**config.mk**
```make
export PLATFORM = sky130hd
export DESIGN_NAME = fifo_sseg_disp
export DESIGN_NICKNAME = d
export VERILOG_FILES = /design/src/rtl/fifo_sseg_disp.sv
export SDC_FILE = /design/constraint.sdc
export NUM_CORES = 1
export LEC_CHECK = 0
export BUFFER_PORTS_ARGS = -buffer_cell sky130_fd_sc_hd__buf_2
export CORE_AREA = 8 8 126 128
export DETAILED_ROUTE_END_ITERATION = 10
export DIE_AREA = 0 0 134 136
export SETUP_SLACK_MARGIN = 0.02
export SYNTH_ARGS = -nofsm -noshare
export SYNTH_HDL_FRONTEND = slang
export SYNTH_SLANG_ARGS = --single-unit
```
**constraint.sdc**
```tcl
create_clock -name clk -period 3.1 [get_ports clk]
set_input_delay 0.62 -clock clk [delete_from_list [all_inputs] [get_ports clk]]
set_output_delay 0.62 -clock clk [all_outputs]
set_load 0.03 [all_outputs]
```
**src/rtl/fifo_sseg_disp.sv**
```systemverilog
// -----------------------------------------------------------------------------
// fifo_sseg_disp
//
// Drains a first-word-fall-through FIFO one word at a time at a slow, fixed
// pace and shows the last two consumed bytes on a 4-digit multiplexed
// seven-segment display. The display is hex, with the most recent byte on
// the two right-hand digits. The decimal point of digit 0 is lit while the
// FIFO is empty.
//
// Parameters
//   D_WIDTH  FIFO word width (fixed at 8)
//   PACE     HOLD cycles after each pop (>= 1); pop-to-pop spacing is PACE+2
//   REF_W    display refresh counter width (>= 3); top two bits pick the digit
//
// Ports
//   clk       in   rising-edge clock
//   reset_n   in   asynchronous active-low reset
//   empty     in   upstream FIFO empty flag
//   r_data    in   upstream FIFO head word (valid whenever empty=0)
//   rd        out  FIFO pop strobe, high for exactly one cycle per word
//   an        out  digit anode enables, active-low, exactly one low
//   sseg      out  {dp,g,f,e,d,c,b,a}, active-low
//   byte_cnt  out  words consumed since reset, modulo 256
//   state_o   out  FSM state for observation (0=IDLE, 1=POP, 2=HOLD)
//
// Handshake: the FIFO presents a word whenever empty=0. A word is consumed
// on the rising edge that ends a cycle in which rd=1; the FIFO must advance
// its head on that same edge.
// -----------------------------------------------------------------------------
module fifo_sseg_disp #(
  parameter int D_WIDTH = 8,
  parameter int PACE    = 2_000_000,
  parameter int REF_W   = 18
) (
  input  logic               clk,
  input  logic               reset_n,
  input  logic               empty,
  input  logic [D_WIDTH-1:0] r_data,
  output logic               rd,
  output logic [3:0]         an,
  output logic [7:0]         sseg,
  output logic [7:0]         byte_cnt,
  output logic [1:0]         state_o
);

  // Pace counter only needs to reach PACE-1.
  localparam int PW = (PACE > 1) ? $clog2(PACE) : 1;
  localparam logic [PW-1:0] PACE_LAST = PW'(PACE - 1);

  typedef enum logic [1:0] {
    IDLE = 2'd0,
    POP  = 2'd1,
    HOLD = 2'd2
  } state_e;

  state_e             state_q, state_d;
  logic [PW-1:0]      pace_q, pace_d;
  logic [15:0]        disp_q, disp_d;
  logic [7:0]         cnt_q, cnt_d;
  logic [REF_W-1:0]   ref_q;

  logic [1:0]         sel;
  logic [3:0]         nib;
  logic [6:0]         seg7;

  // ---------------------------------------------------------------------------
  // State registers
  // ---------------------------------------------------------------------------
  always_ff @(posedge clk or negedge reset_n) begin
    if (!reset_n) begin
      state_q <= IDLE;
      pace_q  <= '0;
      disp_q  <= '0;
      cnt_q   <= '0;
      ref_q   <= '0;
    end else begin
      state_q <= state_d;
      pace_q  <= pace_d;
      disp_q  <= disp_d;
      cnt_q   <= cnt_d;
      ref_q   <= ref_q + 1'b1;
    end
  end

  // ---------------------------------------------------------------------------
  // Next-state logic
  // ---------------------------------------------------------------------------
  always_comb begin
    state_d = state_q;
    pace_d  = pace_q;
    disp_d  = disp_q;
    cnt_d   = cnt_q;
    unique case (state_q)
      IDLE: begin
        if (!empty) state_d = POP;
      end
      POP: begin
        // A POP that finds the FIFO empty still burns a full HOLD period,
        // so a misbehaving source cannot speed up the pace.
        pace_d  = '0;
        state_d = HOLD;
        if (!empty) begin
          disp_d = {disp_q[7:0], r_data[7:0]};
          cnt_d  = cnt_q + 8'd1;
        end
      end
      HOLD: begin
        pace_d = pace_q + 1'b1;
        if (pace_q == PACE_LAST) state_d = IDLE;
      end
      default: begin
        state_d = IDLE;
      end
    endcase
  end

  // Decoded straight from the state register; reset forces IDLE, which
  // drops rd asynchronously.
  assign rd       = (state_q == POP) && !empty;
  assign byte_cnt = cnt_q;
  assign state_o  = state_q;

  // ---------------------------------------------------------------------------
  // Display multiplexing
  // ---------------------------------------------------------------------------
  assign sel = ref_q[REF_W-1 -: 2];

  always_comb begin
    an  = 4'b1110;
    nib = disp_q[3:0];
    case (sel)
      2'd0: begin an = 4'b1110; nib = disp_q[3:0];   end
      2'd1: begin an = 4'b1101; nib = disp_q[7:4];   end
      2'd2: begin an = 4'b1011; nib = disp_q[11:8];  end
      2'd3: begin an = 4'b0111; nib = disp_q[15:12]; end
      default: begin an = 4'b1110; nib = disp_q[3:0]; end
    endcase
  end

  always_comb begin
    seg7 = 7'h7F;
    case (nib)
      4'h0: seg7 = 7'h40;
      4'h1: seg7 = 7'h79;
      4'h2: seg7 = 7'h24;
      4'h3: seg7 = 7'h30;
      4'h4: seg7 = 7'h19;
      4'h5: seg7 = 7'h12;
      4'h6: seg7 = 7'h02;
      4'h7: seg7 = 7'h78;
      4'h8: seg7 = 7'h00;
      4'h9: seg7 = 7'h10;
      4'hA: seg7 = 7'h08;
      4'hB: seg7 = 7'h03;
      4'hC: seg7 = 7'h46;
      4'hD: seg7 = 7'h21;
      4'hE: seg7 = 7'h06;
      4'hF: seg7 = 7'h0E;
      default: seg7 = 7'h7F;
    endcase
  end

  // Decimal point on digit 0 flags an empty FIFO.
  assign sseg = {~((sel == 2'd0) && empty), seg7};

endmodule

```
==> impl_metrics.tcl, run 1 <==
set metrics [dict create \
    first_global_vias 2504 \
    postCtsHoldBufs 0 \
    grt_max_degree 66 \
    startpoint_type "flop" \
    fin_skew_ps 9.98 \
    syn_area_per_cell_um2 10.8 \
    synth_xor_area_share_pct 8.05 \
    rsz0062_at_grt "no" \
    critical_path_class "flop to output port" \
    slowest_stage "mux4_2" \
    via_per_inst 4.58 \
    cp-end-kind "output port" \
    ys_warn_count 0 \
    slew_viol_final 0 \
    num_rows 44 \
    finalPower_mw 3.38 \
    clock_path_buffers 2 \
    leakagePower_nw 1.76 \
    worst-path-buf-inv 3 \
    r2r-end "pace_q[15]$_DFFE_PN0P_" \
    clk_pin_slew_ps 60 \
    regToRegStartpoint "state_o[0]$_DFFE_PN0P_" \
    h-tree-depth 3 \
    instances_no_fill 540 \
    antenna_found_initial 0 \
    setup_viol 0 \
    vias 2472 \
    die_y_um 136 \
    ys.flop_type "dfrtp_1" \
    die_area_um2 18200 \
    drc_errors 0 \
    synth_fa_ha_area_share_pct 5.20 \
    max-slew-margin-rel_pct 45.7 \
    drive_gt1_share_pct 25.6 \
    core_area_um2 14000 \
    critical_path_arrival_ps 2330 \
    synth_top_family_by_area "simple AND/OR/NAND/NOR gates" \
    cts_root_buf "clkbuf_16" \
    tightest_slew_ps 814 \
    status "completed" \
    gp_congestion 0.791 \
    r2r_setup_slack_ps 940 \
    final_antenna_net_count 0 \
    fin_tns_setup_ps 0 \
    grt_overflow 0 \
    ff2ff_path_depth 6 \
    cp_cell_sequence "mux4_2 -> inv_1 -> ha_1 -> inv_1 -> mux4_2 -> buf_2" \
    cp_max_fo 6 \
    dp_hpwl_um 4940 \
    synth_commonest_cells "65 x dfrtp_1, 21 x xnor2_1, 20 x nand3_1" \
    synthArstFlopShare_pct 100 \
    nNetsFinal 376 \
    diodes 0 \
    min_period_ps 2950 \
    area_growth_pct 20.7 \
    grt_pass1_wl_um 11900 \
    synth_area_leaders "dfrtp_1 48%, mux2_2 6.3%, xnor2_1 5.5%" \
    synth_compound_area_share_pct 5.98 \
    synth_area_um2 3370 \
    synth_top_area_cell "dfrtp_1" \
    fp.dieW_um 134 \
    yosys.cell_count.top_type "dfrtp_1" \
    finalHoldViolCount 0 \
    max_freq_mhz 339 \
    numCtsBuffers 9 \
    portBuffers 33 \
    worst-path-stages 6 \
    synth_fp_nets 336 \
    drt-initial-drc-count 134 \
    crit_start "ref_q[16]$_DFF_PN0_" \
    place_inst 519 \
    clock-sinks 65 \
    yosys.area_share.simple_pct 18.7 \
    io_pins 34 \
    power_density_nw_per_um2 831 \
    clk_latency_ps 320 \
    max-vdd-ir-drop_mv 0.359 \
    required_ps 2480 \
    cp-endpoint "sseg[3]" \
    grt_util_all_layers_pct 8.02 \
    drv_cap 0 \
    dr.pass1.iters 4 \
    cts_tree "built" \
    ys_seq_area_share_pct 48.3 \
    crit_family "multiplexers" \
    routed_wl_um 6830 \
    wl_per_cell_um 12.6 \
    ys_ff_latch 65 \
    synth_top_area_share_pct 48.3 \
    syn_inst 311 \
    start_util_pct 24.0 \
    synth-edff-count 0 \
    yosysUniqueCellTypes 41 \
    hold_class "input pin to async pin" \
    max_stage_delay_ps 600 \
    synthMuxAreaShare_pct 10.6 \
    post-route-period-util_pct 95.2 \
]
-- flip-flops by register name (all words and copies together) (netlist names) --
| register | count |
|---|---|
| byte_cnt | 8 |
| disp_q | 16 |
| pace_q | 21 |
| ref_q | 18 |
| state_o | 2 |
-- layer usage --
metal / GRT usage [%] / part of all wire, %
met1: 9.45 / 45
met2: 12.8 / 47
met3: 3.29 / 6.5
met4: 3.18 / 1.3
met5: 0 / 0
-- cells in the final DEF (no fill, tap or decap), drive strengths merged, types with 2 or more instances in the layout --
master and count:
nand3 20, o31ai 4, dfrtp 65, inv 13
a31oi 2, xnor2 21, clkinv 3, o211ai 2
nand2b 4, or4 4, nor4 3, or2 3
nor2b 2, mux2i 3, mux2 19, and4 7
or3 4, a21oi 9, nor2 19, mux4 5
ha 14, nand2 19, buf 42, nand4 17
xor2 10, o22ai 2, clkbuf 11, nor3 2
and3 4, and2 4, o21ai 10
-- area by class of cell --
cell class,instances,area (um^2)
tap,184,230
sequential,65,1630
timing repair buffer,42,233
fill,1429,9970
clock buffer,11,233
inverter,13,48.8
clock inverter,5,56.3
multi-input combinational,220,1640
-- worst register-to-register path: cells and delay by family (launching register included) --
kind | cells | cell delay (ps)
AOI/OAI and AO/OA | 1 | 160
adders and majority gates | 1 | 310
buffers and inverters | 1 | 130
DFF | 1 | 440
and+or+nand+nor | 3 | 1040
-- logic make-up after synthesis --
logic type | count (synthesis)
AND/OR/NAND/NOR | 115
flip-flops | 65
buffers and inverters | 26
XOR/XNOR | 31
AO/OA/AOI/OAI | 33
adder cells (fa/ha/maj) | 14
multiplexers | 27
-- per-stage QoR --
step	setup WS (ps)	cell area (um^2)	util, %	hold WS, ps
after CTS	67.4	4030	28.7	470
after global routing	24.7	4070	29.0	503
final	149	4070	29.0	453
after floorplan	206	3370	-	324
after detailed placement	303	3740	26.6	459
after global placement	393	3740	26.6	459
-- how the worst min path moves through the flow --
stage,startpoint,end,cells after the start
floorplan,reset_n,byte_cnt[0]$_DFFE_PN0P_,0
global placement,byte_cnt[7]$_DFFE_PN0P_,byte_cnt[7]$_DFFE_PN0P_,1
detailed placement,ref_q[10]$_DFF_PN0_,ref_q[10]$_DFF_PN0_,1
CTS,byte_cnt[7]$_DFFE_PN0P_,byte_cnt[7]$_DFFE_PN0P_,1
global route,ref_q[10]$_DFF_PN0_,ref_q[10]$_DFF_PN0_,1
finish,reset_n,byte_cnt[4]$_DFFE_PN0P_,2
-- power breakdown --
part	internal, mW	total, mW	switching [mW]
Sequential	1.01	1.13	0.124
Clock	0.620	0.967	0.347
Combinational	0.493	1.28	0.787
Total	2.12	3.38	1.26
-- timing repair --
item | CTS | global route
setup buffers | 0 | 5
gates resized for setup | 1 | 0
endpoints found under the setup margin | 3 | 3
endpoints found under the hold margin | 0 | 0
Power figures use the tool's default switching activity.
==> run 2: changes to the inputs <==
--- a/config.mk
+++ b/config.mk
@@ -7,9 +7,10 @@
 export LEC_CHECK = 0
 export BUFFER_PORTS_ARGS = -buffer_cell sky130_fd_sc_hd__buf_2
 export CORE_AREA = 8 8 126 128
+export CTS_CLUSTER_DIAMETER = 200
 export DETAILED_ROUTE_END_ITERATION = 10
 export DIE_AREA = 0 0 134 136
-export SETUP_SLACK_MARGIN = 0.02
+export SETUP_SLACK_MARGIN = 0.2
 export SYNTH_ARGS = -nofsm -noshare
 export SYNTH_HDL_FRONTEND = slang
 export SYNTH_SLANG_ARGS = --single-unit
==> run 2 against run 1 <==
Against the previous run: worst setup slack better by 52 ps; highest routed layer unchanged; non-clock buffer count is 4 higher; largest cell class unchanged; clock-buffer cell count stayed put; global-route usage hardly changed; via count is 1.5% higher; wire length is 4.5% higher; maximum frequency is 1.8% higher.
==> impl_metrics.tcl, run 2 (synthesis results as in run 1) <==
set metrics [dict create \
    vias 2509 \
    antenna_found_initial 0 \
    instances_no_fill 544 \
    io_pins 34 \
    min_period_ps 2900 \
    setup_viol 0 \
    combinationalPowerShare_pct 41.1 \
    grt_max_degree 66 \
    fp.dieW_um 134 \
    fill_cells 1423 \
    status "completed" \
    met2_usage_pct 12.8 \
    max_freq_mhz 345 \
    postCtsHoldBufs 0 \
    largest_register_ffs 21 \
    clk_pin_slew_ps 60 \
    finalHoldViolCount 0 \
    portBuffers 33 \
    routed_wl_um 7130 \
    finalPower_mw 3.57 \
    dr.pass1.iters 4 \
    cts_tree "built" \
    clock_path_buffers 2 \
    max-vdd-ir-drop_mv 0.375 \
    core_area_um2 14000 \
    clock-sinks 65 \
    die_area_um2 18200 \
    numCtsBuffers 9 \
    fin_tns_setup_ps 0 \
    post-route-period-util_pct 93.5 \
    start_util_pct 24.0 \
    h-tree-depth 3 \
    grt_util_all_layers_pct 8.03 \
    tightest_slew_ps 808 \
    ff2ff_path_depth 6 \
    grt_overflow 0 \
    grtUsageMet1_pct 9.43 \
    dp_hpwl_um 4940 \
    drc_errors 0 \
    leakagePower_nw 1.77 \
    switchingPower_mw 1.33 \
    top_register "pace_q" \
    area_growth_pct 23.1 \
    grt_use_met3_pct 3.29 \
    first_global_vias 2521 \
    wl_per_cell_um 13.1 \
    cp_max_fo 5 \
    p_seq_share_pct 31.8 \
    slew_viol_final 0 \
    final_cell_mix "63 x dfrtp_1, 29 x buf_2, 21 x xnor2_1, 20 x nand3_1" \
    switching_share_pct 37.1 \
    gp_congestion 0.791 \
    cts_root_buf "clkbuf_16" \
    final_common_cell "dfrtp_1" \
    num_rows 44 \
    critical_path_arrival_ps 2280 \
    startpoint_type "flop" \
    clk_latency_ps 320 \
    register_area_um2 1630 \
    drv_cap 0 \
    rsz0062_at_grt "yes" \
    cp-end-kind "output port" \
    multi_input_area_um2 1670 \
    via_per_inst 4.61 \
    pwr-share-clk_pct 27.1 \
    fin_skew_ps 10.2 \
    required_ps 2480 \
    hold_class "input pin to async pin" \
    nNetsFinal 380 \
    diodes 0 \
    drt-initial-drc-count 131 \
    largestRegisters "pace_q (21), ref_q (18), disp_q (16)" \
    grt_pass1_wl_um 11900 \
    max-slew-margin-rel_pct 46.1 \
    drive_gt1_share_pct 28.3 \
    critical_path_class "flop to output port" \
    die_y_um 136 \
    place_inst 519 \
    power_density_nw_per_um2 861 \
    final_antenna_net_count 0 \
    gr-max-usage-layer "met2" \
    internal-power_mw 2.25 \
]
[run 2: worst paths after layout]
path | slack [ps] | end | start
setup / recovery | 200 | sseg[3] | ref_q[16]$_DFF_PN0_
hold / removal | 460 | byte_cnt[1]$_DFFE_PN0P_ | reset_n
setup reg to reg | 950 | pace_q[15]$_DFFE_PN0P_ | state_o[0]$_DFFE_PN0P_
hold reg to reg | 470 | byte_cnt[7]$_DFFE_PN0P_ | byte_cnt[7]$_DFFE_PN0P_
max in group asynchronous | 2050 | ref_q[17]$_DFF_PN0_ | reset_n
min in group clk | 470 | byte_cnt[7]$_DFFE_PN0P_ | byte_cnt[7]$_DFFE_PN0P_
[run 2: worst max-delay path, cell delays in order, from the launching register on]
cell	delay, ps
dfrtp_2	400
mux4_2	600
buf_6	160
ha_4	170
mux4_2	470
buf_6	160
[run 2: per-layer routing]
| metal | wire length [um] | share of wire (%) | vias up |
|---|---|---|---|
| li1 | - | - | 1212 |
| met5 | 0 | 0 | - |
| met4 | 123 | 1.7 | 0 |
| met1 | 3130 | 44 | 1225 |
| met2 | 3400 | 48 | 60 |
| met3 | 471 | 6.6 | 12 |
[run 2: cell type report]
| class | count | area share, % |
|---|---|---|
| Clock inverter | 5 | 1.36 |
| Multi-Input combinational cell | 220 | 40.2 |
| Inverter | 13 | 1.24 |
| Clock buffer | 11 | 5.61 |
| Tap cell | 184 | 5.55 |
| Timing Repair Buffer | 46 | 6.76 |
| Sequential cell | 65 | 39.3 |
[run 2: repair_timing]
action | 4_1_cts | 5_1_grt
setup buffers | 2 | 7
gates cloned | 0 | 0
setup endpoints to repair | 7 | 7
resized for setup | 2 | 17
[run 2: power groups by stage]
stage          registers [mW]  clock network, mW  logic, mW
3_5_place_dp             1.15                  0       1.29
3_3_place_gp             1.15                  0       1.25
5_1_grt                  1.16               1.04       1.59
2_1_floorplan            1.20                  0      0.870
4_1_cts                  1.14              0.995       1.30
6_report                 1.13              0.968       1.47
[run 2: stage by stage]
stage / area (um^2) / worst slack (ps) / util (%) / hold WS (ps)
final: 4150 / 201 / 29.6 / 464
after detailed placement: 3740 / 303 / 26.6 / 459
after floorplan: 3370 / 206 / - / 324
after global routing: 4150 / 112 / 29.6 / 503
after CTS: 4050 / 173 / 28.8 / 470
after global placement: 3740 / 393 / 26.6 / 459
==> run 3: changes to the inputs <==
--- a/config.mk
+++ b/config.mk
@@ -10,6 +10,7 @@
 export CTS_CLUSTER_DIAMETER = 200
 export DETAILED_ROUTE_END_ITERATION = 10
 export DIE_AREA = 0 0 134 136
+export PLACE_DENSITY = 0.5
 export SETUP_SLACK_MARGIN = 0.2
 export SYNTH_ARGS = -nofsm -noshare
 export SYNTH_HDL_FRONTEND = slang
==> run 3 against run 2 <==
Against the previous run: core utilization decreased by 0.16 points; non-clock buffer count fell by 1; total power fell by 0.85%; wire length increased by 0.74%; sequential share of layout area rose by 0.21 points; via count hardly changed; sequential power is essentially flat; clock power increased by 4%; first-iteration DRC count down 8.4%; die area is the same; clock-buffer cell count is the same; register-to-register slack about the same; critical endpoint unchanged.
==> impl_metrics.tcl, run 3 (synthesis results as in run 1) <==
set metrics [dict create \
    r2r_setup_slack_ps 940 \
    hold_class "input pin to async pin" \
    tightest_slew_ps 815 \
    nNetsFinal 379 \
    io_pins 34 \
    postCtsHoldBufs 0 \
    gp_congestion 0.769 \
    power_density_nw_per_um2 858 \
    h-tree-depth 3 \
    fp.dieW_um 134 \
    numCtsBuffers 9 \
    wl_per_cell_um 13.2 \
    leakagePower_nw 1.77 \
    cts_root_buf "clkbuf_16" \
    die_y_um 136 \
    clk_latency_ps 330 \
    dp_hpwl_um 5090 \
    routed_wl_um 7190 \
    clk_pin_slew_ps 60 \
    crit_start "ref_q[16]$_DFF_PN0_" \
    largest_register_ffs 21 \
    core_area_um2 14000 \
    drive_gt1_share_pct 28.4 \
    dp_worst_setup_slack_ps 318 \
    slew_viol_final 0 \
    grt_max_degree 35 \
    grt_overflow 0 \
    setup_ws_ps 256 \
    cp_max_fo 6 \
    regToRegStartpoint "state_o[0]$_DFFE_PN0P_" \
    grt_util_all_layers_pct 8.29 \
    final_antenna_net_count 0 \
    r2r-end "pace_q[15]$_DFFE_PN0P_" \
    via_per_inst 4.62 \
    critical_path_class "flop to output port" \
    fin_tns_setup_ps 0 \
    status "completed" \
    first_global_vias 2492 \
    max-slew-margin-rel_pct 45.6 \
    final_cell_mix "63 x dfrtp_1, 32 x buf_2, 21 x xnor2_1, 20 x nand3_1" \
    area_growth_pct 22.4 \
    cp-endpoint "sseg[3]" \
    fin_skew_ps 8.69 \
    vias 2507 \
    drt-initial-drc-count 120 \
    largestRegisters "pace_q (21), ref_q (18), disp_q (16)" \
    top_register "pace_q" \
    design_area_um2 4130 \
    max-vdd-ir-drop_mv 0.247 \
    final_common_cell "dfrtp_1" \
    setup_viol 0 \
    drc_errors 0 \
    antenna_found_initial 0 \
    num_rows 44 \
    drv_cap 0 \
    die_area_um2 18200 \
    dr.pass1.iters 4 \
    ff2ff_path_depth 6 \
    placed_area_um2 3750 \
    start_util_pct 24.0 \
    cp-end-kind "output port" \
    finalHoldViolCount 0 \
    portBuffers 33 \
    min_period_ps 2840 \
    startpoint_type "flop" \
    clock-sinks 65 \
    critical_path_arrival_ps 2220 \
    rsz0062_at_grt "yes" \
    required_ps 2480 \
    diodes 0 \
    max_freq_mhz 352 \
    post-route-period-util_pct 91.7 \
    grt_pass1_wl_um 12100 \
    cts_tree "built" \
    clock_path_buffers 2 \
]
## run 3: cell count changes in the layout (fill, tap and decap cells not counted), moves of 2 or more
| cell | change |
|---|---|
| buf_2 | +3 |
| buf_4 | -3 |
| o21ai_0 | +2 |
| o21ai_1 | -2 |
## run 3: worst min path at each step
stage	startpoint	to	slack (ps)	depth (start not counted)
final	reset_n	pace_q[20]$_DFFE_PN0P_	380	1
after global routing	reset_n	pace_q[20]$_DFFE_PN0P_	450	1
after CTS	reset_n	pace_q[20]$_DFFE_PN0P_	410	1
after detailed placement	ref_q[14]$_DFF_PN0_	ref_q[14]$_DFF_PN0_	470	1
after global placement	ref_q[10]$_DFF_PN0_	ref_q[10]$_DFF_PN0_	460	1
after floorplan	reset_n	byte_cnt[0]$_DFFE_PN0P_	320	0
## run 3: layout make-up
class | instances | area [um^2]
Clock buffer | 11 | 243
Clock inverter | 5 | 55.1
Fill cell | 1435 | 9910
Inverter | 13 | 51.3
Multi-Input combinational cell | 220 | 1660
Sequential cell | 65 | 1630
Tap cell | 184 | 230
Timing Repair Buffer | 45 | 262
## run 3: worst max-delay path: stages, from the launching register on
cell and delay [ps]:
dfrtp_2 400, mux4_2 600, inv_4 120, ha_4 130, inv_2 30, mux4_2 450, buf_6 150
## run 3: per-layer routing
| layer | part of all wire [%] | track usage (%) | vias to the layer above |
|---|---|---|---|
| li1 | - | - | 1206 |
| met1 | 46 | 9.76 | 1242 |
| met2 | 46 | 13.1 | 50 |
| met3 | 5.7 | 3.22 | 9 |
| met4 | 1.7 | 3.93 | 0 |
| met5 | 0 | 0 | - |
## run 3: report_power, final
| group | internal [mW] | switching (mW) |
|---|---|---|
| sequential | 1.01 | 0.130 |
| clock | 0.641 | 0.370 |
| combinational | 0.573 | 0.815 |
## run 3: repair_timing
action | CTS | global route
buffers inserted | 3 | 3
endpoints found under the setup margin | 7 | 5
pin swaps | 0 | 1
resized for setup | 2 | 10
## run 3: through the flow
step                      utilization (%)  cells  hold slack (ps)  total power [mW]
after floorplan                         -    311              324              2.07
after global placement               26.7    521              461              2.43
after detailed placement             26.7    521              468              2.46
after CTS                            29.0    540              409              3.49
after global routing                 29.4    543              447              3.75
final                                29.4    543              384              3.54
